<file path="src/rtl/pwm_bridge_decoder.sv">
// pwm_bridge_decoder: measures PWM1/PWM2 high times per PWM1 period and rebuilds the signed speed command,
// flagging stalled PWM and shoot-through.
module pwm_bridge_decoder #(
  parameter int TIMEOUT     = 4095,
  parameter int SYNC_STAGES = 2
) (
  input  logic        clk,
  input  logic        rst_n,
  input  logic        PWM1,
  input  logic        PWM2,
  input  logic        clr_flt,
  output logic [11:0] spd_meas,
  output logic [11:0] period,
  output logic        meas_vld,
  output logic        stalled,
  output logic        shoot_thru
);
  localparam logic [1:0] SEEK  = 2'd0;
  localparam logic [1:0] MEAS  = 2'd1;
  localparam logic [1:0] STALL = 2'd2;
  localparam logic [11:0] TO = 12'(TIMEOUT);
  logic [SYNC_STAGES-1:0] s1, s2;
  logic p1, p2, p1d, rise1;
  logic [1:0] state;
  logic [11:0] per_cnt, h1_cnt, h2_cnt, sat_diff, stall_spd;
  logic signed [12:0] diff;
  assign p1 = s1[SYNC_STAGES-1];
  assign p2 = s2[SYNC_STAGES-1];
  assign rise1 = p1 & ~p1d;
  assign stalled = state == STALL;
  // Dead time idles both legs, so it drops out of the high-time difference.
  assign diff = $signed({1'b0, h1_cnt}) - $signed({1'b0, h2_cnt});
  assign sat_diff = diff > 13'sd2047 ? 12'h7ff : diff < -13'sd2048 ? 12'h800 : diff[11:0];
  assign stall_spd = (p1 & ~p2) ? 12'h7ff : (~p1 & p2) ? 12'h800 : 12'h000;
  always_ff @(posedge clk) begin
    if (!rst_n) begin
      s1 <= '0;
      s2 <= '0;
      p1d <= 1'b0;
      state <= SEEK;
      per_cnt <= '0;
      h1_cnt <= '0;
      h2_cnt <= '0;
      spd_meas <= '0;
      period <= '0;
      meas_vld <= 1'b0;
      shoot_thru <= 1'b0;
    end else begin
      s1 <= {s1[SYNC_STAGES-2:0], PWM1};
      s2 <= {s2[SYNC_STAGES-2:0], PWM2};
      p1d <= p1;
      shoot_thru <= (p1 & p2) | (shoot_thru & ~clr_flt);
      meas_vld <= 1'b0;
      if (rise1) begin
        state <= MEAS;
        per_cnt <= 12'd1;
        h1_cnt <= 12'd1;
        h2_cnt <= 12'd0;
        if (state == MEAS) begin
          period <= per_cnt;
          spd_meas <= sat_diff;
          meas_vld <= 1'b1;
        end
      end else if (state == MEAS) begin
        per_cnt <= per_cnt + {11'd0, per_cnt != 12'hfff};
        h1_cnt <= h1_cnt + {11'd0, p1 && h1_cnt != 12'hfff};
        h2_cnt <= h2_cnt + {11'd0, p2 && h2_cnt != 12'hfff};
        if (per_cnt >= TO) state <= STALL;
      end else if (state == STALL) begin
        spd_meas <= stall_spd;
      end
    end
  end
endmodule

</file>
<file path="config.mk">
export PLATFORM = sky130hd
export DESIGN_NAME = pwm_bridge_decoder
export DESIGN_NICKNAME = d
export VERILOG_FILES = /design/src/rtl/pwm_bridge_decoder.sv
export SDC_FILE = /design/constraint.sdc
export NUM_CORES = 1
export LEC_CHECK = 0
export CORE_ASPECT_RATIO = 0.6
export CORE_MARGIN = 4
export CORE_UTILIZATION = 57
export CTS_CLUSTER_DIAMETER = 120
export DETAILED_ROUTE_END_ITERATION = 10
export PLACE_DENSITY = 0.79
export RECOVER_POWER = 100
export SYNTH_ARGS = -nofsm -noshare
export SYNTH_HDL_FRONTEND = slang
export SYNTH_SLANG_ARGS = --single-unit
export TNS_END_PERCENT = 10
</file>
<file path="constraint.sdc">
create_clock -name clk -period 2.7 [get_ports clk]
set_input_delay 0.675 -clock clk [delete_from_list [all_inputs] [get_ports clk]]
set_output_delay 0.675 -clock clk [all_outputs]
set_load 0.05 [all_outputs]
</file>
==> results of run 1 <==
-- power by group through the flow --
stage | Sequential (mW) | Clock, mW | Combinational (mW)
floorplan | 1.09 | 0 | 0.0496
global placement | 1.06 | 0 | 0.114
detailed placement | 1.06 | 0 | 0.116
CTS | 1.04 | 1.08 | 0.117
global route | 1.04 | 1.13 | 0.121
finish | 1.04 | 1.07 | 0.112
-- synth_stat cells, drive strengths merged --
master,count,area [µm²]
nor2,54,203
clkbuf,9,33.8
or3b,1,8.76
buf,2,15.0
xor2,14,123
or3,8,50.1
inv,17,63.8
xnor2,17,149
a211oi,1,7.51
clkinv,1,3.75
a21o,1,7.51
nand3,10,50.1
nand3b,1,7.51
and2,6,37.5
ha,20,250
o21a,2,15.0
or2,1,6.26
nor2b,2,12.5
nand4,4,25.0
o31a,1,8.76
a21boi,1,11.3
dfxtp,69,1380
a31oi,2,27.5
nor3,6,30.0
and3,8,51.3
o21ai,25,125
a2bb2oi,1,15.0
mux2i,13,143
a21oi,37,219
fa,1,20.0
nor4,1,6.26
nand2b,8,50.1
a31o,1,8.76
and2b,1,7.51
a221oi,2,17.5
o211ai,3,22.5
a311oi,3,26.3
nand2,48,180
-- layout make-up --
type / count / area share [%]
clock buffers: 11 / 3.72
repair buffers: 34 / 8.07
inverters: 18 / 1.66
multi-input cells: 304 / 47.6
well taps: 80 / 2.46
flip-flops and latches: 69 / 33.9
clock inverters: 5 / 2.61
-- state kept, by name (all words and copies together) (netlist names), 2 cells and up --
name,cells
s1,2
s2,2
period,12
per_cnt,12
h1_cnt,12
h2_cnt,12
state,2
spd_meas,12
-- cell families (layout without fill, tap and decap cells) --
| group | Yosys count | in the layout | share of synthesized area (%) |
|---|---|---|---|
| buf+inv | 29 | 68 | 3.40 |
| flops | 69 | 69 | 40.4 |
| mux | 13 | 13 | 4.17 |
| compound gates | 80 | 80 | 15.0 |
| xor+xnor | 31 | 31 | 7.94 |
| simple gates | 159 | 159 | 21.2 |
| fa+ha+maj | 21 | 21 | 7.90 |
-- worst paths after layout --
path	start	end	slack [ns]
setup / recovery	h1_cnt[0]	spd_meas[1]	0.13
hold reg to reg	s1[0]	s1[1]	0.44
setup reg to reg	h1_cnt[0]	spd_meas[1]	0.13
hold / removal	s1[0]	s1[1]	0.44
-- stage by stage --
stage               utilization, %  hold slack [ns]  setup slack, ns  setup TNS, ns  area, µm²
global placement              66.7            0.418            0.243              0       3800
detailed placement            66.7            0.430            0.119              0       3800
CTS                           71.2            0.443           0.0824              0       4060
finish                        71.5            0.440            0.126              0       4080
floorplan                        -            0.412            0.368              0       3420
global route                  71.5            0.467          -0.0189        -0.0302       4080
-- routing by layer --
| metal | vias to the layer above | routed length [µm] | track usage, % |
|---|---|---|---|
| met1 | 1351 | 3970 | 31.5 |
| met2 | 93 | 3280 | 35.4 |
| met4 | 0 | 106 | 9.45 |
| met5 | - | 0 | 0 |
| li1 | 1439 | - | - |
| met3 | 13 | 517 | 5.84 |
==> flow_summary.yaml, run 1 <==
logic_synthesis:
  postSynthAreaPerCell_um2: 8.51
  mappedNetlistNets: 428
  ys_seq_elements: 69
  ys.warnings.count: 0
  yosysSeqAreaShare_pct: 40.4
  synth.cell_area_um2: 3420
  synth_cell_types: 45
  netlist_instances: 402
final_layout:
  nNetsFinal: 462
  diodes: 0
  fillerInstances: 455
  final_cells: 521
  final_common_cell: "dfxtp_1"
  areaGrowthSynthToFinish_pct: 19.2
  drive_gt1_share_pct: 9.30
  final_cell_mix: "dfxtp_1 (68), nor2_1 (54), nand2_1 (48)"
  seqCellArea_um2: 1380
  multi_input_area_um2: 1940
timing:
  clock.fmax_mhz: 389
  hold_viol_final: 0
  slew_headroom_pct: 45.1
  skew_ns: 0.00950
  fin_crit_ns: 2.57
  max_slew.worst_pin.slew_ns: 0.824
  setup_violations: 0
  slew_viol_final: 0
  timing.final.crit_share_pct: 95.3
power_and_ir_drop:
  leakagePower_nw: 1.56
  p_sw_share_pct: 22.2
  p_per_area_nw_per_um2: 546
  p_comb_share_pct: 5.0
  clkPwrFrac_pct: 48.3
  internal_power_mw: 1.73
  p_sw_mw: 0.494
  ir_drop_mv: 0.360
  totalPowerFinal_mw: 2.22
  sequentialPowerShare_pct: 46.7
grt:
  grt_overflow: 0
  grt_pass1_vias: 2832
  grt_max_degree: 36
  antenna_found_initial: 0
  grt_pass1_wl_mm: 13.2
  grt_usage_pct: 23.2
critical_path:
  required_ns: 2.96
  crit_type: "register to register"
  cp.buffers_inverters: 1
  rr_worst_depth: 10
  worstPathArrival_ns: 2.84
  crit_family: "compound AO/OA/AOI/OAI gates"
  worstSetupEndpointType: "register"
  slowest_stage: "fa_1"
  crit_path_max_fanout: 9
  max_stage_delay_ns: 0.40
  cp_cell_sequence: "inv_1, ha_1, fa_1, nand2b_1, a21oi_2, o211ai_1, and3_4, mux2i_4, a21boi_2, a311oi_1"
  crit_cells: 10
  start_kind: "register"
placement:
  port_buffers: 31
  gp_congestion: 0.939
  hpwl_mm: 5.65
  dp_cells: 505
worst_hold_path:
  holdPathStages: 1
  hp-class: "register to register"
die:
  die_area_um2: 7340
  rows: 21
  die_h_um: 68.0
  coreArea_um2: 5700
  initial_core_util_pct: 60.0
  pin_count: 32
  dieWidth_um: 108
cts:
  cts_sinks: 69
  clk_pin_slew_ns: 0.08
  h-tree-depth: 3
  post-cts-setup-buffers: 0
  clock_latency_ns: 0.35
  postCtsResizedCells: 0
  cts_buffer_depth: 2
  postCtsHoldBufs: 0
  cts_buffers: 9
  clock-root-buffer: "clkbuf_8"
  cts_tree: "done"
routing:
  drtIter0Drc: 132
  dr.pass1.iters: 4
  drt-vias-per-instance: 5.56
  drc: 0
  routedWlPerCell_um: 15.1
  vias: 2896
  wl_mm: 7.87
  ant_nets: 0
outcome:
  outcome: "finished clean"
flow_run:
  maxCapViolCount: 0
Power figures use the tool's default switching activity.
==> run 2: changes to the inputs <==
MAX_ROUTING_LAYER = met4   (was default)
==> run 2 against run 1 <==
Fmax decreased by 0.22%. Clock skew about the same. Final cell count increased by 0.38%. Clock power decreased by 13%. Hold slack got worse by 0.0022 ns. Routed wire length decreased by 2.2%. Largest power group is now registers. Non-clock buffer count increased by 2. Die area unchanged. Combinational power about the same. Final area decreased by 0.37%. Core utilization decreased by 0.26 points. Sequential share of layout area increased by 0.16 points. Largest cell class unchanged.
==> flow_summary.yaml, run 2 (synthesis gave the netlist of run 1 again) <==
final_layout:
  areaGrowthSynthToFinish_pct: 18.7
  final_cell_mix: "dfxtp_1 (67), nor2_1 (54), nand2_1 (48)"
  multi_input_area_um2: 1940
  fillerInstances: 484
  final_common_cell: "dfxtp_1"
  final_core_util_pct: 71.2
  diodes: 0
  drive_gt1_share_pct: 10.2
  nNetsFinal: 464
  seqCellArea_um2: 1380
routing:
  drc: 0
  dr.pass1.iters: 5
  drtIter0Drc: 172
  wl_mm: 7.70
  drt-vias-per-instance: 5.51
  ant_nets: 0
  vias: 2883
  routedWlPerCell_um: 14.7
flow_run:
  maxCapViolCount: 0
critical_path:
  cp_cell_sequence: "inv_1, nor4_2, nand2_1, o31a_1, ha_1, ha_1, nand2_1, nor3_1, and3_1, nand3_1, xnor2_1, nor2_1"
  slowest_stage: "dfxtp_2"
  max_stage_delay_ns: 0.40
  required_ns: 2.92
  crit_path_max_fanout: 5
  worstSetupEndpointType: "register"
  start_kind: "register"
  crit_type: "register to register"
  worstPathArrival_ns: 2.80
timing:
  clock.fmax_mhz: 388
  max_slew.worst_pin.slew_ns: 0.850
  skew_ns: 0.00905
  hold_viol_final: 0
  slew_headroom_pct: 43.3
  fin_crit_ns: 2.58
  setup_violations: 0
  slew_viol_final: 0
  worst_slack_ns: 0.121
  timing.final.crit_share_pct: 95.5
  setup-tns-final_ns: 0
die:
  die_h_um: 68.0
  pin_count: 32
  rows: 21
  die_area_um2: 7340
  coreArea_um2: 5700
  initial_core_util_pct: 60.0
  dieWidth_um: 108
grt:
  grt_max_degree: 36
  antenna_found_initial: 0
  grt_usage_pct: 23.3
  grt_pass1_wl_mm: 12.9
  grt_pass1_vias: 2667
  grt_overflow: 0
cts:
  clock-root-buffer: "clkbuf_8"
  cts_tree: "done"
  clock_latency_ns: 0.34
  cts_buffers: 9
  cts_buffer_depth: 2
  h-tree-depth: 3
  postCtsHoldBufs: 0
  cts_sinks: 69
  clk_pin_slew_ns: 0.08
power_and_ir_drop:
  leakagePower_nw: 1.47
  ir_drop_mv: 0.358
  p_per_area_nw_per_um2: 514
placement:
  hpwl_mm: 5.51
  place_ws_ns: 0.0997
  gp_congestion: 0.953
  port_buffers: 31
worst_hold_path:
  hp-class: "register to register"
outcome:
  outcome: "finished clean"
==> run 2: final cells by class <==
cell class,instances,area share (%)
flip-flops and latches,69,34.1
multi-input cells,304,47.8
clock buffers,10,3.39
well taps,80,2.47
clock inverters,6,2.13
inverters,18,1.66
repair buffers,36,8.47
==> run 2: repair_timing <==
item,in CTS,in global routing
gates resized for setup,0,6
buffers inserted,0,2
endpoints found under the setup margin,0,12
==> run 2: path summary, 6_finish.rpt <==
path,cells past startpoint,startpoint,slack (ns),to
worst min register to register,1,s2[0],0.44,s2[1]
worst min-delay path,1,s2[0],0.44,s2[1]
worst max register to register,12,h2_cnt[1],0.12,h2_cnt[10]
worst max-delay path,12,h2_cnt[1],0.12,h2_cnt[10]
==> run 2: power by group <==
group	internal [mW]	switching (mW)	total [mW]
sequential	1.03	0.00872	1.04
combinational	0.0372	0.0782	0.115
clock	0.543	0.390	0.933
==> run 2: layer usage <==
| layer | vias to the layer above | track usage [%] | routed length [µm] |
|---|---|---|---|
| met5 | - | - | 0 |
| met4 | 0 | 7.24 | 109 |
| met3 | 12 | 5.00 | 543 |
| met2 | 82 | 33.9 | 3270 |
| met1 | 1345 | 32.5 | 3770 |
| li1 | 1444 | - | - |
==> run 2: critical path: cells and delay by family (launching register included) <==
kind	cells	cell delay (ns)
AO/OA/AOI/OAI	1	0.30
flip-flops	1	0.40
AND/OR/NAND/NOR	7	1.10
adder cells (fa/ha/maj)	2	0.42
buffers and inverters	1	0.09
XOR/XNOR	1	0.13
==> run 2: through the flow <==
step / power (mW) / instance area (µm²) / instances / hold slack, ns
after CTS: 2.10 / 4030 / 521 / 0.441
final: 2.09 / 4060 / 523 / 0.438
after detailed placement: 1.18 / 3800 / 505 / 0.422
after floorplan: 1.14 / 3420 / 402 / 0.412
after global placement: 1.18 / 3800 / 505 / 0.418
after global routing: 2.17 / 4060 / 523 / 0.459
==> run 3: changes to the inputs <==
CORE_MARGIN = 5   (was 4)
==> run 3 against run 2 <==
Setup slack improved by 0.018 ns. Power down 3.3%. First-iteration DRC count grew 21%. Die area up 4.8%. Count of clock-buffer cells in the layout increased by 1. Core utilization down 1.3 points. Final cell count decreased by 0.38%. Hold slack worse by 0.0034 ns. Final area shrank 1.8%.
==> flow_summary.yaml, run 3 (synthesis gave the netlist of run 1 again) <==
critical_path:
  reg2reg_from: "h1_cnt[0]"
  cp_cell_sequence: "nor2b_1, dlygate4sd3_1"
  start_kind: "register"
  rr_worst_depth: 10
  crit_start: "state[1]"
  crit_cells: 2
  slowest_stage: "dlygate4sd3_1"
  max_stage_delay_ns: 0.92
  worstSetupEndpointType: "output pin"
  required_ns: 2.03
  worstPathArrival_ns: 1.89
  cp.buffers_inverters: 1
  crit_path_max_fanout: 3
  crit_type: "register to output pin"
  crit_family: "buffers and inverters"
final_layout:
  design_area_um2: 3990
  final_cell_mix: "dfxtp_1 (68), nor2_1 (54), nand2_1 (48)"
  final_cells: 521
  drive_gt1_share_pct: 7.26
  areaGrowthSynthToFinish_pct: 16.6
  final_common_cell: "dfxtp_1"
  nNetsFinal: 462
  diodes: 0
power_and_ir_drop:
  ir_drop_mv: 0.426
  totalPowerFinal_mw: 2.02
  p_per_area_nw_per_um2: 506
  leakagePower_nw: 1.54
cts:
  clock_latency_ns: 0.35
  cts_sinks: 69
  h-tree-depth: 3
  clock-root-buffer: "clkbuf_8"
  cts_tree: "done"
  clk_pin_slew_ns: 0.07
  cts_buffer_depth: 2
  cts_buffers: 9
  postCtsHoldBufs: 0
routing:
  routedWlPerCell_um: 14.1
  dr.pass1.iters: 4
  drtIter0Drc: 208
  vias: 2846
  drc: 0
  ant_nets: 0
  wl_mm: 7.37
  drt-vias-per-instance: 5.46
grt:
  grt_overflow: 0
  grt_usage_pct: 20.6
  antenna_found_initial: 0
  grt_max_degree: 36
  grt_pass1_vias: 2540
  grt_pass1_wl_mm: 12.0
timing:
  setup_violations: 0
  slew_viol_final: 0
  rsz0062_at_grt: "false"
  skew_ns: 0.00963
  slew_headroom_pct: 43.7
  fin_crit_ns: 2.56
  setup-tns-final_ns: 0
  clock.fmax_mhz: 390
  max_slew.worst_pin.slew_ns: 0.844
  timing.final.crit_share_pct: 94.9
  hold_viol_final: 0
outcome:
  outcome: "finished clean"
placement:
  gp_congestion: 0.927
  dp_cells: 505
  port_buffers: 31
  hpwl_mm: 5.52
  place_area_um2: 3800
worst_hold_path:
  holdPathStages: 1
  hp-class: "register to register"
  worstHoldStart: "s1[0]"
die:
  initial_core_util_pct: 60.0
  coreArea_um2: 5700
  dieWidth_um: 110
  die_area_um2: 7700
  pin_count: 32
  rows: 21
  die_h_um: 70.0
flow_run:
  maxCapViolCount: 0
[run 3: cell count changes in the layout (fill, tap and decap cells not counted), sizes merged]
cell,change
clkdlybuf4s50,-27
dlygate4sd3,+27
buf,-2
bufinv,-1
clkbuf,+1
clkinv,-1
clkinvlp,+1
[run 3: worst paths after layout]
| kind | to | slack [ns] |
|---|---|---|
| setup / recovery | stalled | 0.14 |
| hold / removal | s1[1] | 0.43 |
| hold reg to reg | s1[1] | 0.43 |
| setup reg to reg | spd_meas[0] | 0.17 |
[run 3: metrics by stage]
| step | utilization, % | worst slack, ns | hold slack, ns |
|---|---|---|---|
| 2_1_floorplan | - | 0.368 | 0.412 |
| 3_3_place_gp | 66.7 | 0.240 | 0.416 |
| 3_5_place_dp | 66.7 | 0.117 | 0.419 |
| 4_1_cts | 70.4 | 0.0892 | 0.436 |
| 5_1_grt | 69.9 | 0.00592 | 0.476 |
| 6_report | 69.9 | 0.139 | 0.434 |
[run 3: cell type report]
class                   instances  area, µm²
multi-input cells             304       1900
fillers                       479       1720
flip-flops and latches         69       1380
repair buffers                 34        329
clock buffers                  11        151
well taps                      80        100
inverters                      18       67.6
clock inverters                 5       58.8
[run 3: per-layer routing]
layer,track usage [%],vias up,share of wire (%)
met4,8.02,0,1.6
li1,-,1440,-
met5,-,-,0
met2,25.9,79,39
met1,29.7,1314,51
met3,6.81,13,7.9
[run 3: repair_timing]
action,in CTS,in global routing
resized for setup,0,2
setup buffers,0,0
setup endpoints to repair,0,10
[run 3: where the power goes]
part	internal, mW	total [mW]	leakage (nW)	switching [mW]
clock	0.476	0.870	0.102	0.394
sequential	1.03	1.04	0.558	0.00795
combinational	0.0332	0.109	0.884	0.0762
